===== config.mk =====
export PLATFORM = sky130hd
export DESIGN_NAME = grid_io_multi_cfg_flat
export DESIGN_NICKNAME = d
export VERILOG_FILES = /design/src/rtl/grid_io_multi_cfg_pkg.sv /design/src/rtl/grid_io_multi_cfg_if.sv /design/src/rtl/grid_io_multi_cfg_pad_cell.sv /design/src/rtl/grid_io_multi_cfg.sv /design/src/flat_wrapper.sv
export SDC_FILE = /design/constraint.sdc
export NUM_CORES = 1
export LEC_CHECK = 0
export BUFFER_PORTS_ARGS = -buffer_cell sky130_fd_sc_hd__buf_2
export CAP_MARGIN = 15
export CORE_MARGIN = 1.5
export CORE_UTILIZATION = 40
export DETAILED_ROUTE_END_ITERATION = 10
export PLACE_DENSITY = 0.72
export SLEW_MARGIN = 20
export SYNTH_ARGS = -nofsm -noshare
export SYNTH_HDL_FRONTEND = slang
export SYNTH_SLANG_ARGS = --single-unit
export TNS_END_PERCENT = 50

===== constraint.sdc =====
create_clock -name prog_clk -period 1.25 [get_ports prog_clk]
set_input_delay 0.25 -clock prog_clk [delete_from_list [all_inputs] [get_ports prog_clk]]
set_output_delay 0.25 -clock prog_clk [all_outputs]
set_load 0.005 [all_outputs]

===== src/rtl/grid_io_multi_cfg_pkg.sv =====
// Shared constants for the multi-pad IO grid tile: per-pad config field layout and mode codes.
// The optional readback path in the top is enabled by defining GRID_IO_READBACK_EN.
package grid_io_pkg;

  localparam int CFG_W = 3;

  localparam int REG_EN_BIT = 2;
  localparam int MODE_LSB   = 0;

  localparam logic [1:0] MODE_DIS   = 2'b00;
  localparam logic [1:0] MODE_IN    = 2'b01;
  localparam logic [1:0] MODE_OUT   = 2'b10;
  localparam logic [1:0] MODE_BIDIR = 2'b11;

  function automatic logic [1:0] cfg_mode(input logic [CFG_W-1:0] cfg);
    return cfg[MODE_LSB +: 2];
  endfunction

  function automatic logic cfg_reg_en(input logic [CFG_W-1:0] cfg);
    return cfg[REG_EN_BIT];
  endfunction

endpackage


===== src/rtl/grid_io_multi_cfg_if.sv =====
// Pad-ring and fabric-side signals of the IO grid tile, one bit per pad channel.
// The tile takes the slave view; whatever drives fabric data and the pad receivers takes the master view.
interface grid_io_multi_cfg_if #(
  parameter int NUM_PADS = 4
);

  logic [NUM_PADS-1:0] io_outpad;
  logic [NUM_PADS-1:0] io_oe_fabric;
  logic [NUM_PADS-1:0] io_inpad;
  logic [NUM_PADS-1:0] gfpga_pad_GPIO_PAD_in;
  logic [NUM_PADS-1:0] gfpga_pad_GPIO_PAD_out;
  logic [NUM_PADS-1:0] gfpga_pad_GPIO_PAD_oe;

  modport master (
    output io_outpad,
    output io_oe_fabric,
    output gfpga_pad_GPIO_PAD_in,
    input  io_inpad,
    input  gfpga_pad_GPIO_PAD_out,
    input  gfpga_pad_GPIO_PAD_oe
  );

  modport slave (
    input  io_outpad,
    input  io_oe_fabric,
    input  gfpga_pad_GPIO_PAD_in,
    output io_inpad,
    output gfpga_pad_GPIO_PAD_out,
    output gfpga_pad_GPIO_PAD_oe
  );

endinterface


===== src/rtl/grid_io_multi_cfg_pad_cell.sv =====
// One GPIO channel: optional one-cycle register on out/oe/inpad, then mode gating.
// The flops load every cycle so a mode change never exposes stale or undefined register state.
module grid_io_pad_cell
  import grid_io_pkg::*;
(
  input  logic             i_clk,
  input  logic             i_rst,
  input  logic [CFG_W-1:0] i_cfg,
  input  logic             i_outpad,
  input  logic             i_oe_fabric,
  input  logic             i_pad_in,
  output logic             o_inpad,
  output logic             o_pad_out,
  output logic             o_pad_oe
);

  logic       r_out;
  logic       r_oe;
  logic       r_in;
  logic       w_reg_en;
  logic [1:0] w_mode;
  logic       w_out_src;
  logic       w_oe_src;
  logic       w_in_src;

  assign w_reg_en = cfg_reg_en(i_cfg);
  assign w_mode   = cfg_mode(i_cfg);

  always_ff @(posedge i_clk) begin
    if (i_rst) begin
      r_out <= 1'b0;
      r_oe  <= 1'b0;
      r_in  <= 1'b0;
    end else begin
      r_out <= i_outpad;
      r_oe  <= i_oe_fabric;
      r_in  <= i_pad_in;
    end
  end

  assign w_out_src = w_reg_en ? r_out : i_outpad;
  assign w_oe_src  = w_reg_en ? r_oe  : i_oe_fabric;
  assign w_in_src  = w_reg_en ? r_in  : i_pad_in;

  // Gating sits after the register so oe switches at the commit edge itself.
  always_comb begin
    o_inpad   = 1'b0;
    o_pad_out = 1'b0;
    o_pad_oe  = 1'b0;
    case (w_mode)
      MODE_DIS: begin
        o_inpad   = 1'b0;
        o_pad_out = 1'b0;
        o_pad_oe  = 1'b0;
      end
      MODE_IN: begin
        o_inpad   = w_in_src;
      end
      MODE_OUT: begin
        o_pad_out = w_out_src;
        o_pad_oe  = 1'b1;
      end
      MODE_BIDIR: begin
        o_inpad   = w_in_src;
        o_pad_out = w_out_src;
        o_pad_oe  = w_oe_src;
      end
      default: begin
        o_inpad   = 1'b0;
        o_pad_out = 1'b0;
        o_pad_oe  = 1'b0;
      end
    endcase
  end

endmodule


===== src/rtl/grid_io_multi_cfg.sv =====
// NUM_PADS-channel IO grid tile sharing one bit-counted config chain with a validated commit.
// Define GRID_IO_READBACK_EN to add ccff_readback, which reloads the chain from the active config.
module grid_io_multi_cfg
  import grid_io_pkg::*;
#(
  parameter int NUM_PADS = 4
) (
  input  logic prog_clk,
  input  logic pReset,
  input  logic ccff_head,
  input  logic ccff_en,
  input  logic ccff_commit,
`ifdef GRID_IO_READBACK_EN
  input  logic ccff_readback,
`endif
  output logic ccff_tail,
  output logic cfg_valid,
  output logic cfg_err,
  grid_io_multi_cfg_if.slave pads
);

  localparam int CHAIN_LEN = NUM_PADS * CFG_W;
  localparam int CNT_W     = $clog2(CHAIN_LEN + 2);

  localparam logic [CNT_W-1:0] CNT_FULL = CNT_W'(CHAIN_LEN);
  localparam logic [CNT_W-1:0] CNT_SAT  = CNT_W'(CHAIN_LEN + 1);

  logic [CHAIN_LEN-1:0] r_shreg;
  logic [CHAIN_LEN-1:0] r_active;
  logic [CNT_W-1:0]     r_cnt;
  logic                 r_valid;
  logic                 r_err;

  logic [NUM_PADS-1:0]  w_inpad;
  logic [NUM_PADS-1:0]  w_pad_out;
  logic [NUM_PADS-1:0]  w_pad_oe;

  // Commit wins over readback and shifting; a wrong count leaves the live config untouched.
  always_ff @(posedge prog_clk) begin
    if (pReset) begin
      r_shreg  <= '0;
      r_active <= '0;
      r_cnt    <= '0;
      r_valid  <= 1'b0;
      r_err    <= 1'b0;
    end else if (ccff_commit) begin
      if (r_cnt == CNT_FULL) begin
        r_active <= r_shreg;
        r_valid  <= 1'b1;
        r_err    <= 1'b0;
      end else begin
        r_err    <= 1'b1;
      end
      r_cnt <= '0;
    end
`ifdef GRID_IO_READBACK_EN
    else if (ccff_readback) begin
      r_shreg <= r_active;
      r_cnt   <= CNT_FULL;
    end
`endif
    else if (ccff_en) begin
      r_shreg <= {r_shreg[CHAIN_LEN-2:0], ccff_head};
      if (r_cnt != CNT_SAT) begin
        r_cnt <= r_cnt + 1'b1;
      end
    end
  end

  assign ccff_tail = r_shreg[CHAIN_LEN-1];
  assign cfg_valid = r_valid;
  assign cfg_err   = r_err;

  for (genvar p = 0; p < NUM_PADS; p++) begin : g_pad
    grid_io_pad_cell u_cell (
      .i_clk       (prog_clk),
      .i_rst       (pReset),
      .i_cfg       (r_active[CFG_W*p +: CFG_W]),
      .i_outpad    (pads.io_outpad[p]),
      .i_oe_fabric (pads.io_oe_fabric[p]),
      .i_pad_in    (pads.gfpga_pad_GPIO_PAD_in[p]),
      .o_inpad     (w_inpad[p]),
      .o_pad_out   (w_pad_out[p]),
      .o_pad_oe    (w_pad_oe[p])
    );
  end

  assign pads.io_inpad              = w_inpad;
  assign pads.gfpga_pad_GPIO_PAD_out = w_pad_out;
  assign pads.gfpga_pad_GPIO_PAD_oe  = w_pad_oe;

endmodule


===== src/flat_wrapper.sv =====
// flat-port wrapper written by rule: the top's interface ports become plain ports
module grid_io_multi_cfg_flat import grid_io_pkg::*;
#(
  parameter int NUM_PADS = 4
)
  (prog_clk, pReset, ccff_head, ccff_en, ccff_commit, ccff_tail, cfg_valid, cfg_err, pads_io_outpad, pads_io_oe_fabric, pads_gfpga_pad_GPIO_PAD_in, pads_io_inpad, pads_gfpga_pad_GPIO_PAD_out, pads_gfpga_pad_GPIO_PAD_oe);
  grid_io_multi_cfg_if #(.NUM_PADS(NUM_PADS)) pads_i ();
  input  logic prog_clk;
  input  logic pReset;
  input  logic ccff_head;
  input  logic ccff_en;
  input  logic ccff_commit;
  output logic ccff_tail;
  output logic cfg_valid;
  output logic cfg_err;
  input wire logic [$bits(pads_i.io_outpad)-1:0] pads_io_outpad;
  input wire logic [$bits(pads_i.io_oe_fabric)-1:0] pads_io_oe_fabric;
  input wire logic [$bits(pads_i.gfpga_pad_GPIO_PAD_in)-1:0] pads_gfpga_pad_GPIO_PAD_in;
  output wire logic [$bits(pads_i.io_inpad)-1:0] pads_io_inpad;
  output wire logic [$bits(pads_i.gfpga_pad_GPIO_PAD_out)-1:0] pads_gfpga_pad_GPIO_PAD_out;
  output wire logic [$bits(pads_i.gfpga_pad_GPIO_PAD_oe)-1:0] pads_gfpga_pad_GPIO_PAD_oe;
  assign pads_i.io_outpad = pads_io_outpad;
  assign pads_i.io_oe_fabric = pads_io_oe_fabric;
  assign pads_i.gfpga_pad_GPIO_PAD_in = pads_gfpga_pad_GPIO_PAD_in;
  assign pads_io_inpad = pads_i.io_inpad;
  assign pads_gfpga_pad_GPIO_PAD_out = pads_i.gfpga_pad_GPIO_PAD_out;
  assign pads_gfpga_pad_GPIO_PAD_oe = pads_i.gfpga_pad_GPIO_PAD_oe;
  grid_io_multi_cfg #(.NUM_PADS(NUM_PADS)) u_core (.prog_clk(prog_clk), .pReset(pReset), .ccff_head(ccff_head), .ccff_en(ccff_en), .ccff_commit(ccff_commit), .ccff_tail(ccff_tail), .cfg_valid(cfg_valid), .cfg_err(cfg_err), .pads(pads_i));
endmodule

==> reports/qor.csv, run 1 <==
metric;value;unit
outcome;finished, violations left;
violations;setup timing;
first_iter_violations;66;
pre_cts_ws;-0.152;ns
fmax;765;MHz
wl_per_cell;11.2;um
ios;32;
clkSinkCount;42;
grt_pass1_vias;1285;
yosys_warnings;0;
avgViaCountPerCell;4.73;
ys_ff_latch;42;
clk_pin_slew;0.08;ns
skew;0.00603;ns
critPathMaxFanout;4;
max_stage_delay;0.38;ns
stdcell_area;2080;um^2
finalSetupViolCount;12;
critPathSlowestCell;dfxtp_4;
grt_pass1_wl;5.58;mm
hold_class;primary input to flip-flop;
p_per_area;1160;nW/um^2
num_vias;1338;
drtPass1Iterations;4;
period_share;105;%
die_h;69.7;um
mostFrequentLayoutCells;53 x nand2_1, 37 x dfxtp_1, 31 x buf_2, 20 x nor2b_1, 17 x a21oi_1;
holdBufCountCts;0;
grt_util_all_layers;14.4;%
fp.dieW;69.7;um
synth_area;1780;um^2
cap_violations;0;
antenna_left;0;
antenna_cells;0;
rsz0062_at_grt;true;
cts_tree;built;
place_congestion;0.859;
wl;3.18;mm
p_leak;0.794;nW
final_common_cell;nand2_1;
arrival;1.06;ns
final.setup.worst_slack;-0.0567;ns
slew_viol_final;0;
drive_gt1_share;29.0;%
clock_path_buffers;2;
final_nets;250;
core;4320;um^2
final.min_clock_period;1.31;ns
grt.overflow.total;0;
cts_root_buf;clkbuf_8;
synth.distinct_cells;23;
finalHoldViolations;0;
vdd_drop_max;0.000616;V
rows;24;
numCtsBuffers;5;
worstSetupStartpointType;flip-flop;
worst_slew_pin_slew;0.325;ns
worstPathRequired;1.00;ns
worst_hold_slack;0.174;ns
area_delta_synth_final;16.7;%
slew_headroom;78.3;%
hpwlAfterDp;2.19;mm
dpl-instance-area;1950;um^2
dieArea;4860;um^2
h-tree-depth;2;
avgSynthCellArea;8.86;um^2
post-route-drc-count;0;
antenna_found_initial;0;
timing.critical_path.cells;mux2i_1 -> nor2b_1 -> buf_2;
io_buffers;31;
grt_max_degree;19;
initial_core_util;41.2;%
worst_setup_path_end_kind;primary output;
syn-num-nets;221;
clk-insertion-delay-late;0.29;ns
worstSetupPathType;flip-flop to primary output;
syn_inst;201;
synth_seq_area_share;47.2;%
-- cells in the mapped netlist --
master,number,area share [%]
inv_1,3,0.63
nor4_1,1,0.35
and2b_1,1,0.42
a21boi_0,4,1.7
dfxtp_1,42,47
nor3_1,2,0.56
a21oi_1,18,5.1
ha_1,3,2.1
buf_6,1,0.63
nand2b_1,1,0.35
a21oi_2,8,3.9
clkbuf_1,4,0.84
nor2_1,4,0.84
buf_12,1,1.1
nor2b_1,20,7.0
nand3_1,2,0.56
and4_1,1,0.49
nand4_1,2,0.70
nand2_1,53,11
a2111oi_0,1,0.49
buf_2,3,0.84
mux2i_1,14,7.9
buf_4,12,5.1
-- cells by family (layout without fill, tap and decap cells) --
kind of cell               count (synthesis)  count (layout)  share of synthesized area (%)
adders and majority gates                  3               3                           2.11
and+or+nand+nor                           87              87                           22.5
muxes                                     14              14                           7.87
buffers and inverters                     24              54                           9.14
AOI/OAI and AO/OA                         31              31                           11.2
DFF                                       42              42                           47.2
-- metal layers --
metal  vias to the layer above  track usage [%]  routed length, um
li1                        702                -                  -
met1                       604             16.7               1510
met2                        26             23.9               1460
met3                         6             5.23                140
met4                         0             6.41                 63
met5                         -                0                  0
-- through the flow --
step,cells,utilization (%),power (mW),setup TNS [ns]
6_report,283,48.0,2.41,-0.401
3_3_place_gp,275,45.2,1.54,-0.870
4_1_cts,283,47.8,2.45,-0.646
3_5_place_dp,275,45.2,1.54,-1.38
5_1_grt,283,48.0,2.53,-1.25
2_1_floorplan,201,-,1.47,0
-- power by group --
group | leakage, nW | switching, mW | internal (mW)
logic | 0.401 | 0.0753 | 0.0649
registers | 0.346 | 0.00826 | 1.36
clock network | 0.0472 | 0.462 | 0.444
total | 0.794 | 0.545 | 1.86
-- final timing paths --
check | slack (ns) | to | cells after the start | startpoint
max reg2reg | 0.09 | u_core.r_active[2] | 5 | u_core.r_cnt[0]
min reg2reg | 0.47 | u_core.r_active[1] | 2 | u_core.r_active[1]
max | -0.06 | pads_gfpga_pad_GPIO_PAD_out[0] | 3 | u_core.r_active[2]
min | 0.17 | u_core.g_pad[3].u_cell.r_in | 2 | pads_gfpga_pad_GPIO_PAD_in[3]
-- critical path: cells and delay by family, from the launching register on --
| family | cells | cell delay, ns |
|---|---|---|
| flops | 1 | 0.38 |
| simple gates | 1 | 0.07 |
| mux | 1 | 0.20 |
| buf+inv | 1 | 0.12 |
-- cell type report --
cell class	instances	area, um^2
repair buffers	43	262
multi-input cells	135	787
clock inverters	2	12.5
flip-flops and latches	42	857
well taps	52	65.1
clock buffers	6	82.6
inverters	3	11.3
fillers	438	2250
-- flip-flops by register name, summed over array words and instances, names as in the netlist --
signal                     count
u_core.r_shreg                12
u_core.cfg_err                 1
u_core.g_pad.u_cell.r_in       4
u_core.r_active               12
u_core.r_cnt                   4
u_core.g_pad.u_cell.r_oe       4
u_core.g_pad.u_cell.r_out      4
u_core.cfg_valid               1
-- repair_timing --
action,CTS,global route
setup endpoints to repair,27,18
gates resized for setup,15,3
endpoints found under the hold margin,0,0
setup buffers,0,0
cloned,0,0
pin swaps,2,3
Power figures use the tool's default switching activity.
==> inputs of run 2 (changes only) <==
--- a/config.mk
+++ b/config.mk
@@ -11,4 +11,5 @@
 export CORE_UTILIZATION = 40
 export DETAILED_ROUTE_END_ITERATION = 10
+export GPL_TIMING_DRIVEN = 0
 export PLACE_DENSITY = 0.72
 export SLEW_MARGIN = 20
==> constraint.sdc (replaced) <==
create_clock -name prog_clk -period 1.25 [get_ports prog_clk]
set_input_delay 0.1875 -clock prog_clk [delete_from_list [all_inputs] [get_ports prog_clk]]
set_output_delay 0.1875 -clock prog_clk [all_outputs]
set_load 0.005 [all_outputs]
==> run 2 against run 1 <==
  * The run still ends with setup timing left
  * Flip-flop and latch count stayed put
  * Core utilization grew 4.0 points
  * Via count rose by 2.9%
  * Cell count increased by 1.1%
  * Worst setup slack better by 0.017 ns
  * Global-route usage is 0.58 points lower
  * Die area stayed put
  * Sequential share of layout area is 3.0 points lower
  * Critical endpoint is now u_core.r_active[6]
==> reports/qor.csv, run 2 (synthesis results as in run 1) <==
metric;value;unit;change
arrival;1.44;ns;+0.38 ns
hpwlAfterDp;2.24;mm;+2.0%
final.setup.worst_slack;-0.0397;ns;+0.0170 ns
grt_pass1_vias;1192;;-7.2%
fin_setup_tns;-0.196;ns;+0.206 ns
top_regs;u_core.r_active (12), u_core.r_shreg (12);;
cap_violations;0;;unchanged
clkSinkCount;42;;unchanged
hold_class;primary input to flip-flop;;
vdd_drop_max;0.000761;V;+24%
wl_per_cell;11.6;um;+3.1%
cts_tree;built;;
outcome;finished, violations left;;
cts_root_buf;clkbuf_8;;
final_common_cell;nand2_1;;
antenna_cells;0;;unchanged
grt_pass1_wl;5.30;mm;-5.1%
clk_pin_slew;0.08;ns;about the same
area_delta_synth_final;26.3;%;
antenna_left;0;;unchanged
fmax;775;MHz;+1.3%
io_buffers;31;;unchanged
slew_viol_final;0;;unchanged
p_per_area;1060;nW/um^2;-8.4%
worst_slew_pin_slew;0.661;ns;+0.336 ns
dieArea;4860;um^2;unchanged
ios;32;;unchanged
mostFrequentLayoutCells;43 x nand2_1, 36 x dfxtp_1, 22 x buf_2, 20 x nor2b_1, 16 x a21oi_1;;
place_congestion;0.695;;-19%
final.min_clock_period;1.29;ns;-0.0170 ns
p_leak;0.872;nW;+9.8%
numCtsBuffers;5;;unchanged
die_h;69.7;um;unchanged
antenna_found_initial;0;;unchanged
fp.dieW;69.7;um;unchanged
post-route-drc-count;0;;unchanged
drtPass1Iterations;4;;unchanged
grt_max_degree;14;;-5
finalHoldViolations;0;;unchanged
violations;setup timing;;
holdBufCountCts;0;;unchanged
grt_util_all_layers;13.9;%;-0.58 points
wl;3.31;mm;+4.2%
core;4320;um^2;unchanged
rsz0062_at_grt;true;;
finalSetupViolCount;9;;-3
clock_path_buffers;2;;unchanged
skew;0.00580;ns;-0.000229 ns
grt.overflow.total;0;;unchanged
h-tree-depth;2;;unchanged
slew_headroom;55.9;%;-22 points
worstPathRequired;1.40;ns;+0.40 ns
clk-insertion-delay-late;0.29;ns;about the same
worstSetupStartpointType;flip-flop;;
worst_setup_path_end_kind;flip-flop;;
avgViaCountPerCell;4.81;;+1.8%
first_iter_violations;44;;-33%
final_nets;253;;+1.2%
fin_util;52.0;%;+4.0 points
drive_gt1_share;34.2;%;+5.2 points
critPathMaxFanout;5;;+1
period_share;103;%;-1.4 points
worstSetupPathType;flip-flop to flip-flop;;
initial_core_util;41.2;%;unchanged
rows;24;;unchanged
num_vias;1377;;+2.9%
## run 2: worst max-delay path: stages (launching register included)
cell and delay (ns):
dfxtp_4 0.39, inv_4 0.05, ha_4 0.15, and4_1 0.17, buf_6 0.13, clkbuf_16 0.16, nand2_2 0.07, a21oi_2 0.04
## run 2: power breakdown
part           switching (mW)  leakage [nW]  total, mW  internal (mW)
logic                  0.0766         0.478      0.133         0.0567
clock network           0.448        0.0472      0.891          0.444
registers              0.0111         0.347       1.37           1.35
total                   0.535         0.872       2.39           1.85
## run 2: repair_timing
| item | in CTS | in global routing |
|---|---|---|
| resized for setup | 28 | 24 |
| setup buffers | 1 | 4 |
| cloned | 0 | 1 |
| pin swaps | 4 | 5 |
| setup endpoints to repair | 24 | 25 |
## run 2: final timing paths
path / start / end / slack, ns / depth (start not counted)
max: u_core.r_cnt[0] / u_core.r_active[6] / -0.04 / 7
min reg2reg: u_core.r_shreg[11] / u_core.r_active[11] / 0.47 / 2
max reg2reg: u_core.r_cnt[0] / u_core.r_active[6] / -0.04 / 7
min: pads_gfpga_pad_GPIO_PAD_in[0] / u_core.g_pad[0].u_cell.r_in / 0.12 / 2
## run 2: final cells by class
cell class,count,area (um^2)
multi-input combinational,135,852
fill,434,2080
sequential,42,861
timing repair buffer,37,294
clock inverter,2,12.5
tap,52,65.1
buffer,9,67.6
clock buffer,6,82.6
inverter,3,13.8
## run 2: through the flow
| stage | hold WS (ns) | area, um^2 | setup slack (ns) | total power, mW | instances |
|---|---|---|---|---|---|
| global route | 0.117 | 2250 | -0.0932 | 2.50 | 286 |
| CTS | 0.117 | 2110 | -0.0417 | 2.40 | 281 |
| global placement | 0.414 | 2000 | -0.0744 | 1.53 | 284 |
| finish | 0.118 | 2250 | -0.0397 | 2.39 | 286 |
| floorplan | 0.266 | 1780 | 0.00644 | 1.47 | 201 |
| detailed placement | 0.421 | 2000 | -0.0869 | 1.53 | 284 |
## run 2: per-layer routing
layer | vias up | part of all wire [%] | global-route usage, %
li1 | 717 | - | -
met2 | 34 | 45 | 19.6
met3 | 6 | 5.3 | 4.94
met1 | 620 | 48 | 18.5
met5 | - | 0 | 0
met4 | 0 | 1.8 | 7.26
